==> config.mk <==
export PLATFORM = sky130hd
export DESIGN_NAME = cpu_sim_seq
export DESIGN_NICKNAME = d
export VERILOG_FILES = /design/src/rtl/cpu_sim_seq.sv
export SDC_FILE = /design/constraint.sdc
export NUM_CORES = 1
export LEC_CHECK = 0
export CAP_MARGIN = 20
export CORE_MARGIN = 3
export CORE_UTILIZATION = 55
export DETAILED_ROUTE_END_ITERATION = 7
export PLACE_DENSITY_LB_ADDON = 0.25
export SETUP_SLACK_MARGIN = 0.3
export SLEW_MARGIN = 20
export SYNTH_ARGS = -nofsm -noshare
export SYNTH_HDL_FRONTEND = slang
export SYNTH_SLANG_ARGS = --single-unit
export TNS_END_PERCENT = 50
==> constraint.sdc <==
create_clock -name clk -period 10.38 [get_ports clk]
set_clock_uncertainty 0.15 [all_clocks]
set_input_delay 2.595 -clock clk [delete_from_list [all_inputs] [get_ports clk]]
set_output_delay 2.595 -clock clk [all_outputs]
set_load 0.02 [all_outputs]
==> src/rtl/cpu_sim_seq.sv <==
// CPU-side bus stimulus generator for PPU bring-up: init sequence (CTRL with
// verified readback, MASK, palette upload) then a per-NMI CTRL/STATUS/scroll frame.
module cpu_sim_seq #(
  parameter logic [7:0] START_X             = 8'd0,
  parameter logic [7:0] START_Y             = 8'd0,
  parameter int         AUTOSCROLL_X_FRAMES = 0,
  parameter int         AUTOSCROLL_Y_FRAMES = 0,
  parameter logic [7:0] CTRL_WORD           = 8'h90,
  parameter logic [7:0] MASK_WORD           = 8'h1E,
  parameter int         PAL_LEN             = 32,
  parameter logic [7:0] PAL_BASE            = 8'h0F,
  parameter int         MAX_RETRIES         = 3
) (
  input  logic        clk,
  input  logic        rst,
  input  logic        nmi,
  input  logic        left,
  input  logic        right,
  input  logic        up,
  input  logic        down,
  input  logic [7:0]  data_i,
  output logic        rw,
  output logic [15:0] addr,
  output logic [7:0]  data_o,
  output logic        busy,
  output logic        fault,
  output logic        overrun,
  output logic [7:0]  xscroll,
  output logic [7:0]  yscroll
);

  typedef enum logic [3:0] {
    BOOT, INIT_CTRL, INIT_VER, MASK, PAL_HI, PAL_LO, PAL_DATA,
    IDLE, F_CTRL, F_VER, F_STAT, F_SX, F_SY, FAULT
  } state_t;

  localparam logic        AX_EN      = (AUTOSCROLL_X_FRAMES > 0);
  localparam logic        AY_EN      = (AUTOSCROLL_Y_FRAMES > 0);
  localparam logic [15:0] AX_LAST    = 16'(AUTOSCROLL_X_FRAMES - 1);
  localparam logic [15:0] AY_LAST    = 16'(AUTOSCROLL_Y_FRAMES - 1);
  localparam logic [5:0]  PAL_LAST   = 6'(PAL_LEN - 1);
  localparam logic [3:0]  RETRY_MAX  = 4'(MAX_RETRIES);
  localparam logic        PAL_ENABLE = (PAL_LEN > 0);

  state_t      r_state;
  logic        r_nmi, r_left, r_right, r_up, r_down;
  logic        r_pending, r_overrun;
  logic [3:0]  r_retry;
  logic [5:0]  r_pal_idx;
  logic [15:0] r_ax_cnt, r_ay_cnt;
  logic [7:0]  r_xscroll, r_yscroll;

  logic        w_nmi_re, w_left_re, w_right_re, w_up_re, w_down_re;
  logic        w_ax, w_ay, w_ctrl_ok, w_active;
  logic [3:0]  w_retry_inc;
  logic [7:0]  w_x_next, w_y_next;
  logic [9:0]  w_y_sum;

  assign w_nmi_re   = nmi & ~r_nmi;
  assign w_left_re  = left & ~r_left;
  assign w_right_re = right & ~r_right;
  assign w_up_re    = up & ~r_up;
  assign w_down_re  = down & ~r_down;

  assign w_ax = AX_EN && w_nmi_re && (r_ax_cnt == AX_LAST);
  assign w_ay = AY_EN && w_nmi_re && (r_ay_cnt == AY_LAST);

  assign w_ctrl_ok   = (data_i == CTRL_WORD);
  assign w_retry_inc = r_retry + 4'd1;
  assign w_active    = !(r_state inside {IDLE, FAULT});

  // Y is biased by +240 so a -1 step never goes negative before the mod-240 fold.
  assign w_x_next = r_xscroll + {7'd0, w_right_re} + {7'd0, w_ax} - {7'd0, w_left_re};
  assign w_y_sum  = {2'd0, r_yscroll} + 10'd240 + {9'd0, w_down_re} + {9'd0, w_ay}
                  - {9'd0, w_up_re};

  always_comb begin
    if (w_y_sum >= 10'd480)      w_y_next = 8'(w_y_sum - 10'd480);
    else if (w_y_sum >= 10'd240) w_y_next = 8'(w_y_sum - 10'd240);
    else                         w_y_next = 8'(w_y_sum);
  end

  // NOTE: state and counters use non-blocking assignments so every register
  // samples the pre-edge values of its neighbours, independent of block order.
  always_ff @(posedge clk or posedge rst) begin
    if (rst) begin
      r_state   <= BOOT;
      r_nmi     <= 1'b0;
      r_left    <= 1'b0;
      r_right   <= 1'b0;
      r_up      <= 1'b0;
      r_down    <= 1'b0;
      r_pending <= 1'b0;
      r_overrun <= 1'b0;
      r_retry   <= 4'd0;
      r_pal_idx <= 6'd0;
      r_ax_cnt  <= 16'd0;
      r_ay_cnt  <= 16'd0;
      r_xscroll <= START_X;
      r_yscroll <= START_Y;
    end else begin
      r_nmi     <= nmi;
      r_left    <= left;
      r_right   <= right;
      r_up      <= up;
      r_down    <= down;
      r_xscroll <= w_x_next;
      r_yscroll <= w_y_next;

      if (AX_EN && w_nmi_re) r_ax_cnt <= w_ax ? 16'd0 : r_ax_cnt + 16'd1;
      if (AY_EN && w_nmi_re) r_ay_cnt <= w_ay ? 16'd0 : r_ay_cnt + 16'd1;

      if (w_nmi_re && w_active) begin
        if (r_pending) r_overrun <= 1'b1;
        r_pending <= 1'b1;
      end

      case (r_state)
        BOOT:      r_state <= INIT_CTRL;
        INIT_CTRL: r_state <= INIT_VER;
        INIT_VER, F_VER: begin
          if (w_ctrl_ok) begin
            r_retry <= 4'd0;
            r_state <= (r_state == INIT_VER) ? MASK : F_STAT;
          end else begin
            r_retry <= w_retry_inc;
            if (w_retry_inc == RETRY_MAX) r_state <= FAULT;
            else r_state <= (r_state == INIT_VER) ? INIT_CTRL : F_CTRL;
          end
        end
        MASK:      r_state <= PAL_ENABLE ? PAL_HI : IDLE;
        PAL_HI:    r_state <= PAL_LO;
        PAL_LO: begin
          r_pal_idx <= 6'd0;
          r_state   <= PAL_DATA;
        end
        PAL_DATA: begin
          if (r_pal_idx == PAL_LAST) r_state <= IDLE;
          else r_pal_idx <= r_pal_idx + 6'd1;
        end
        IDLE: begin
          if (r_pending || w_nmi_re) begin
            r_pending <= 1'b0;
            r_state   <= F_CTRL;
          end
        end
        F_CTRL:  r_state <= F_VER;
        F_STAT:  r_state <= F_SX;
        F_SX:    r_state <= F_SY;
        F_SY:    r_state <= IDLE;
        FAULT:   r_state <= FAULT;
        default: r_state <= BOOT;
      endcase
    end
  end

  // NOTE: bus outputs get defaults first so no path through the case infers a latch.
  always_comb begin
    rw     = 1'b1;
    addr   = 16'h0000;
    data_o = 8'h00;
    case (r_state)
      INIT_CTRL, F_CTRL: begin rw = 1'b0; addr = 16'h2000; data_o = CTRL_WORD; end
      INIT_VER, F_VER:   addr = 16'h2000;
      MASK:              begin rw = 1'b0; addr = 16'h2001; data_o = MASK_WORD; end
      PAL_HI:            begin rw = 1'b0; addr = 16'h2006; data_o = 8'h3F; end
      PAL_LO:            begin rw = 1'b0; addr = 16'h2006; data_o = 8'h00; end
      PAL_DATA:          begin rw = 1'b0; addr = 16'h2007; data_o = PAL_BASE + {2'd0, r_pal_idx}; end
      F_STAT:            addr = 16'h2002;
      F_SX:              begin rw = 1'b0; addr = 16'h2005; data_o = r_xscroll; end
      F_SY:              begin rw = 1'b0; addr = 16'h2005; data_o = r_yscroll; end
      default: ;
    endcase
  end

  assign busy    = !(r_state inside {BOOT, IDLE, FAULT});
  assign fault   = (r_state == FAULT);
  assign overrun = r_overrun;
  assign xscroll = r_xscroll;
  assign yscroll = r_yscroll;

endmodule

==> results.sh, run 1 <==
export IMPL_cp_start_kind="input port"
export IMPL_worstHoldEndpoint="overrun$_DFFE_PP0P_"
export IMPL_yosysTopAreaCell="dfrtp_1"
export IMPL_setup_viol=0
export IMPL_ys_top_cells_by_area="dfrtp_1, ha_1, nand2_1"
export IMPL_synth_common_cells="dfrtp_1, nand2_1, inv_1"
export IMPL_core_sq_mm=0.00520
export IMPL_viasPerCell=5.65
export IMPL_clockRootBuffer="clkbuf_8"
export IMPL_clk_latency_ns=0.29
export IMPL_vias=2661
export IMPL_rows=26
export IMPL_fin_crit_sh=0.571
export IMPL_timing_fmax_mhz=169
export IMPL_postSynth_asyncResetShare=1.00
export IMPL_finalWirelength_um=6810
export IMPL_synth_seq_area_share=0.309
export IMPL_cp_slowest_cell="or4b_1"
export IMPL_antenna_found_initial=0
export IMPL_worstRegToRegCells=14
export IMPL_yosysMostFrequentCell="dfrtp_1"
export IMPL_synth_top_area_share=0.309
export IMPL_cp_required_ns=10.45
export IMPL_min_from="overrun$_DFFE_PP0P_"
export IMPL_synth_avg_cell_area_sq_um=8.27
export IMPL_slew_headroom=0.462
export IMPL_synth_cells=363
export IMPL_grt_pass1_wl_um=12000
export IMPL_drc_errors=0
export IMPL_r2r_setup_slack_ns=6.83
export IMPL_clkTransAtPathRegs_ns=0.08
export IMPL_cts_hold_buf=0
export IMPL_ys_seq_elements=37
export IMPL_grt_pass1_vias=2572
export IMPL_drive_gt1_frac=0.0748
export IMPL_worstSetupEndpointType="flop"
export IMPL_port_buffer_count=46
export IMPL_worstPathMaxFanout=7
export IMPL_ant_nets=0
export IMPL_post_dp_hpwl_um=5060
export IMPL_die_h_um=79.9
export IMPL_regArea_sq_um=926
export IMPL_cts_sinks=37
export IMPL_io_pins=59
export IMPL_area_growth_pct=18.8
export IMPL_grt_max_degree=38
export IMPL_gr_total_overflow=0
export IMPL_period_minus_slack_ns=5.92
export IMPL_cts_buffer_depth=2
export IMPL_numCtsBuffers=5
export IMPL_status="finished, final reports clean"
export IMPL_worstPathCellList="clkdlybuf4s50_1 -> nor2b_1 -> ha_1 -> inv_1 -> ha_1 -> inv_1 -> fa_1 -> nand2b_2 -> a211oi_2 -> o211a_1 -> inv_1 -> ha_1 -> nand2_1 -> or4b_1 -> o211ai_2"
export IMPL_cpPeakStageDelay_ns=0.49
export IMPL_ctsResizeCount=0
export IMPL_drv_cap=0
export IMPL_multi_input_area_sq_mm=0.00182
export IMPL_arrival_ns=5.99
export IMPL_reg2reg_to="yscroll[6]$_DFF_PP0_"
export IMPL_route_detailed_wl_per_inst_um=14.4
export IMPL_dieArea_sq_mm=0.00638
export IMPL_crit_type="in -> reg"
export IMPL_maxSlewViolCount=0
export IMPL_start_util=0.576
export IMPL_netlist_area_sq_mm=0.00300
export IMPL_synth_main_ff_cell="dfrtp_1"
export IMPL_hold_viol_final=0
export IMPL_tns_ns=0
export IMPL_fill_cells=449
export IMPL_post_cts_buffers=0
export IMPL_die_w_um=79.9
export IMPL_fin_nets=437
export IMPL_ys_warnings_count=0
export IMPL_rsz0062_at_grt="no"
export IMPL_grtUsageTotal=0.234
export IMPL_drt_pass1_iter_count=4
export IMPL_whs_path_depth=1
export IMPL_synth_cell_types=66
export IMPL_antenna_cells=0
export IMPL_synth_edf_count=0
export IMPL_tritoncts="built"
export IMPL_hold_path_class="reg -> reg"
export IMPL_reg2reg_from="r_down$_DFF_PP0_"
export IMPL_htree_levels=2
export IMPL_gp_congestion=0.897
export IMPL_drt_iter0_markers=193
export IMPL_tightest_slew_ns=0.807
[worst max-delay path: cells and delay by family]
| kind | cells | cell delay, ns |
|---|---|---|
| AND/OR/NAND/NOR | 4 | 0.92 |
| buffers and inverters | 4 | 0.68 |
| AO/OA/AOI/OAI | 3 | 0.63 |
| adder cells (fa/ha/maj) | 4 | 1.15 |
[cells by family (layout without fill, tap and decap cells)]
| logic type | after synthesis | after routing | share of synthesized area |
|---|---|---|---|
| mux | 2 | 2 | 0.00667 |
| fa+ha+maj | 22 | 22 | 0.0967 |
| flops | 37 | 37 | 0.309 |
| simple gates | 123 | 123 | 0.209 |
| xor+xnor | 20 | 20 | 0.0634 |
| other cells | 1 | 12 | 0.00125 |
| compound gates | 95 | 95 | 0.216 |
| buf+inv | 63 | 90 | 0.0988 |
[placed cells by master, fill, tap and decap left out, types with 5 or more instances in the layout]
master | Yosys | final
nor2_1 | 27 | 27
o21a_1 | 5 | 5
clkdlybuf4s50_1 | 0 | 46
xnor2_1 | 14 | 14
o21ai_0 | 24 | 24
a21o_1 | 6 | 6
dfrtp_1 | 37 | 37
a21oi_1 | 18 | 18
clkbuf_8 | 0 | 5
nand2b_1 | 8 | 8
nor3_1 | 12 | 12
nor2b_1 | 7 | 7
nand2_1 | 36 | 36
ha_1 | 20 | 20
conb_1 | 1 | 12
or2_2 | 5 | 5
nand3_1 | 9 | 9
inv_1 | 35 | 35
[worst max-delay path by stage]
stage,start,end,slack (ns),cells past startpoint
floorplan,up,yscroll[6]$_DFF_PP0_,4.82,14
global placement,up,yscroll[6]$_DFF_PP0_,4.29,15
detailed placement,up,yscroll[6]$_DFF_PP0_,4.17,15
CTS,up,yscroll[6]$_DFF_PP0_,4.46,15
global route,down,yscroll[6]$_DFF_PP0_,4.21,16
finish,up,yscroll[6]$_DFF_PP0_,4.46,15
[per-stage QoR]
stage	cells	worst slack [ns]	hold WS [ns]	area, sq um	utilization
finish	471	4.46	0.327	3570	0.685
global route	471	4.21	0.344	3570	0.685
CTS	471	4.46	0.334	3570	0.685
detailed placement	463	4.17	0.313	3430	0.659
global placement	463	4.29	0.309	3430	0.659
floorplan	374	4.82	0.337	3040	-
[registers in the layout, summed over array words and instances, names as in the netlist]
register,count
r_nmi,1
r_right,1
r_down,1
r_retry,4
xscroll,8
r_state,4
r_up,1
r_pal_idx,6
overrun,1
r_left,1
r_pending,1
yscroll,8
[final cells by class]
cell class | instances | share of cell area
inverters | 35 | 0.0368
flip-flops and latches | 37 | 0.260
multi-input cells | 274 | 0.510
clock buffers | 5 | 0.0193
well taps | 70 | 0.0246
clock inverters | 3 | 0.0182
repair buffers | 47 | 0.131
[metal layers]
| metal | vias up | share of wire | track usage |
|---|---|---|---|
| li1 | 1313 | - | - |
| met1 | 1262 | 0.44 | 0.308 |
| met2 | 78 | 0.49 | 0.391 |
| met3 | 8 | 0.057 | 0.0485 |
| met4 | 0 | 0.011 | 0.0625 |
| met5 | - | 0 | 0 |
Power of run 1 is left out: the tool's default activity adds up to more than one toggle a clock period on the data nets, which glitch-free logic cannot reach.
==> run 2, diff against run 1 <==
CORE_UTILIZATION = 53   (was 55)
clock period = 5.51 ns   (was 10.38 ns; I/O delays follow)
==> results.sh, run 2 (synthesis gave the netlist of run 1 again) <==
export IMPL_status="finished, final reports clean"
export IMPL_rsz0062_at_grt="no"
export IMPL_worstPathMaxFanout=6
export IMPL_clockRootBuffer="clkbuf_8"
export IMPL_path_delay_family="adder cells"
export IMPL_gr_total_overflow=0
export IMPL_numCtsBuffers=5
export IMPL_post_cts_buffers=0
export IMPL_drc_errors=0
export IMPL_rows=26
export IMPL_grt_pass1_vias=2562
export IMPL_clkTransAtPathRegs_ns=0.07
export IMPL_worstSetupEndpointType="flop"
export IMPL_cp_slowest_cell="or4b_1"
export IMPL_drive_gt1_frac=0.0723
export IMPL_r2r_setup_slack_ns=1.97
export IMPL_arrival_ns=4.80
export IMPL_io_pins=59
export IMPL_cts_sinks=37
export IMPL_cts_buffer_depth=2
export IMPL_crit_type="in -> reg"
export IMPL_viasPerCell=5.65
export IMPL_post_dp_hpwl_um=5080
export IMPL_route_detailed_wl_per_inst_um=14.4
export IMPL_grt_max_degree=38
export IMPL_ctsResizeCount=0
export IMPL_die_h_um=81.2
export IMPL_antenna_found_initial=0
export IMPL_ant_nets=0
export IMPL_grtUsageTotal=0.224
export IMPL_area_growth_pct=17.5
export IMPL_cp_start_kind="input port"
export IMPL_htree_levels=2
export IMPL_tns_ns=0
export IMPL_hold_viol_final=0
export IMPL_tritoncts="built"
export IMPL_drt_pass1_iter_count=4
export IMPL_hold_path_class="reg -> reg"
export IMPL_clk_latency_ns=0.28
export IMPL_tightest_slew_ns=0.811
export IMPL_antenna_cells=0
export IMPL_fin_crit_sh=0.859
export IMPL_start_util=0.566
export IMPL_layout_commonest_cell="clkdlybuf4s50_1"
export IMPL_port_buffer_count=46
export IMPL_vias=2663
export IMPL_cts_hold_buf=0
export IMPL_setup_viol=0
export IMPL_cpPeakStageDelay_ns=0.49
export IMPL_maxSlewViolCount=0
export IMPL_slew_headroom=0.460
export IMPL_worstPathCellList="clkdlybuf4s50_1 -> nor2b_1 -> ha_1 -> inv_1 -> ha_1 -> inv_1 -> fa_1 -> nand2b_2 -> a21o_1 -> xnor2_1 -> inv_1 -> ha_1 -> nand3b_1 -> o21bai_1 -> or4b_1 -> o211ai_2"
export IMPL_cp_required_ns=5.57
export IMPL_dieArea_sq_mm=0.00660
export IMPL_gp_congestion=0.879
export IMPL_timing_fmax_mhz=211
export IMPL_drt_iter0_markers=209
export IMPL_drv_cap=0
export IMPL_final_cell_mix="clkdlybuf4s50_1, dfrtp_1, nand2_1, inv_1, nor2_1"
export IMPL_core_sq_mm=0.00530
export IMPL_crit_buf_inv=4
export IMPL_grt_pass1_wl_um=11600
export IMPL_fin_nets=438
export IMPL_die_w_um=81.2
export IMPL_finalWirelength_um=6790
export IMPL_period_minus_slack_ns=4.74
run 2: final timing paths:
kind	from	end	cells after the start
setup / recovery	up	yscroll[6]$_DFF_PP0_	16
max in group asynchronous	rst	xscroll[3]$_DFF_PP0_	3
hold / removal	overrun$_DFFE_PP0P_	overrun$_DFFE_PP0P_	1
setup reg to reg	r_down$_DFF_PP0_	yscroll[6]$_DFF_PP0_	15
hold reg to reg	overrun$_DFFE_PP0P_	overrun$_DFFE_PP0P_	1
min in group asynchronous	rst	r_retry[2]$_DFFE_PP0P_	3
run 2: through the flow:
stage                util  cell area [sq um]  worst slack [ns]  hold slack [ns]  std cells
floorplan               -               3040              1.17            0.337        374
CTS                 0.665               3530             0.789            0.330        471
global route        0.665               3530             0.589            0.339        471
detailed placement  0.649               3440             0.479            0.311        464
finish              0.665               3530             0.774            0.331        471
global placement    0.649               3440             0.628            0.309        464
run 2: area by class of cell:
cell class | instances | area, sq um
multi-input combinational | 274 | 1820
fill | 450 | 1780
timing repair buffer | 48 | 475
inverter | 35 | 131
clock buffer | 7 | 86.3
sequential | 37 | 926
tap | 70 | 87.6
run 2: layer usage:
layer | track usage | vias to the layer above | part of all wire
li1 | - | 1315 | -
met1 | 0.282 | 1272 | 0.44
met2 | 0.384 | 66 | 0.50
met3 | 0.0521 | 10 | 0.044
met4 | 0.0625 | 0 | 0.016
met5 | 0 | - | 0
run 2: worst register-to-register path, cell delays in order, from the launching register on:
cell and delay, ns:
dfrtp_1 0.36, nand2b_1 0.14, ha_1 0.26, inv_1 0.06, ha_1 0.21, inv_1 0.08
fa_1 0.42, nand2b_2 0.26, a21o_1 0.21, xnor2_1 0.19, inv_1 0.11, ha_1 0.15
nand3b_1 0.11, o21bai_1 0.22, or4b_1 0.49, o211ai_2 0.08
Power of run 2 is left out for the same reason.
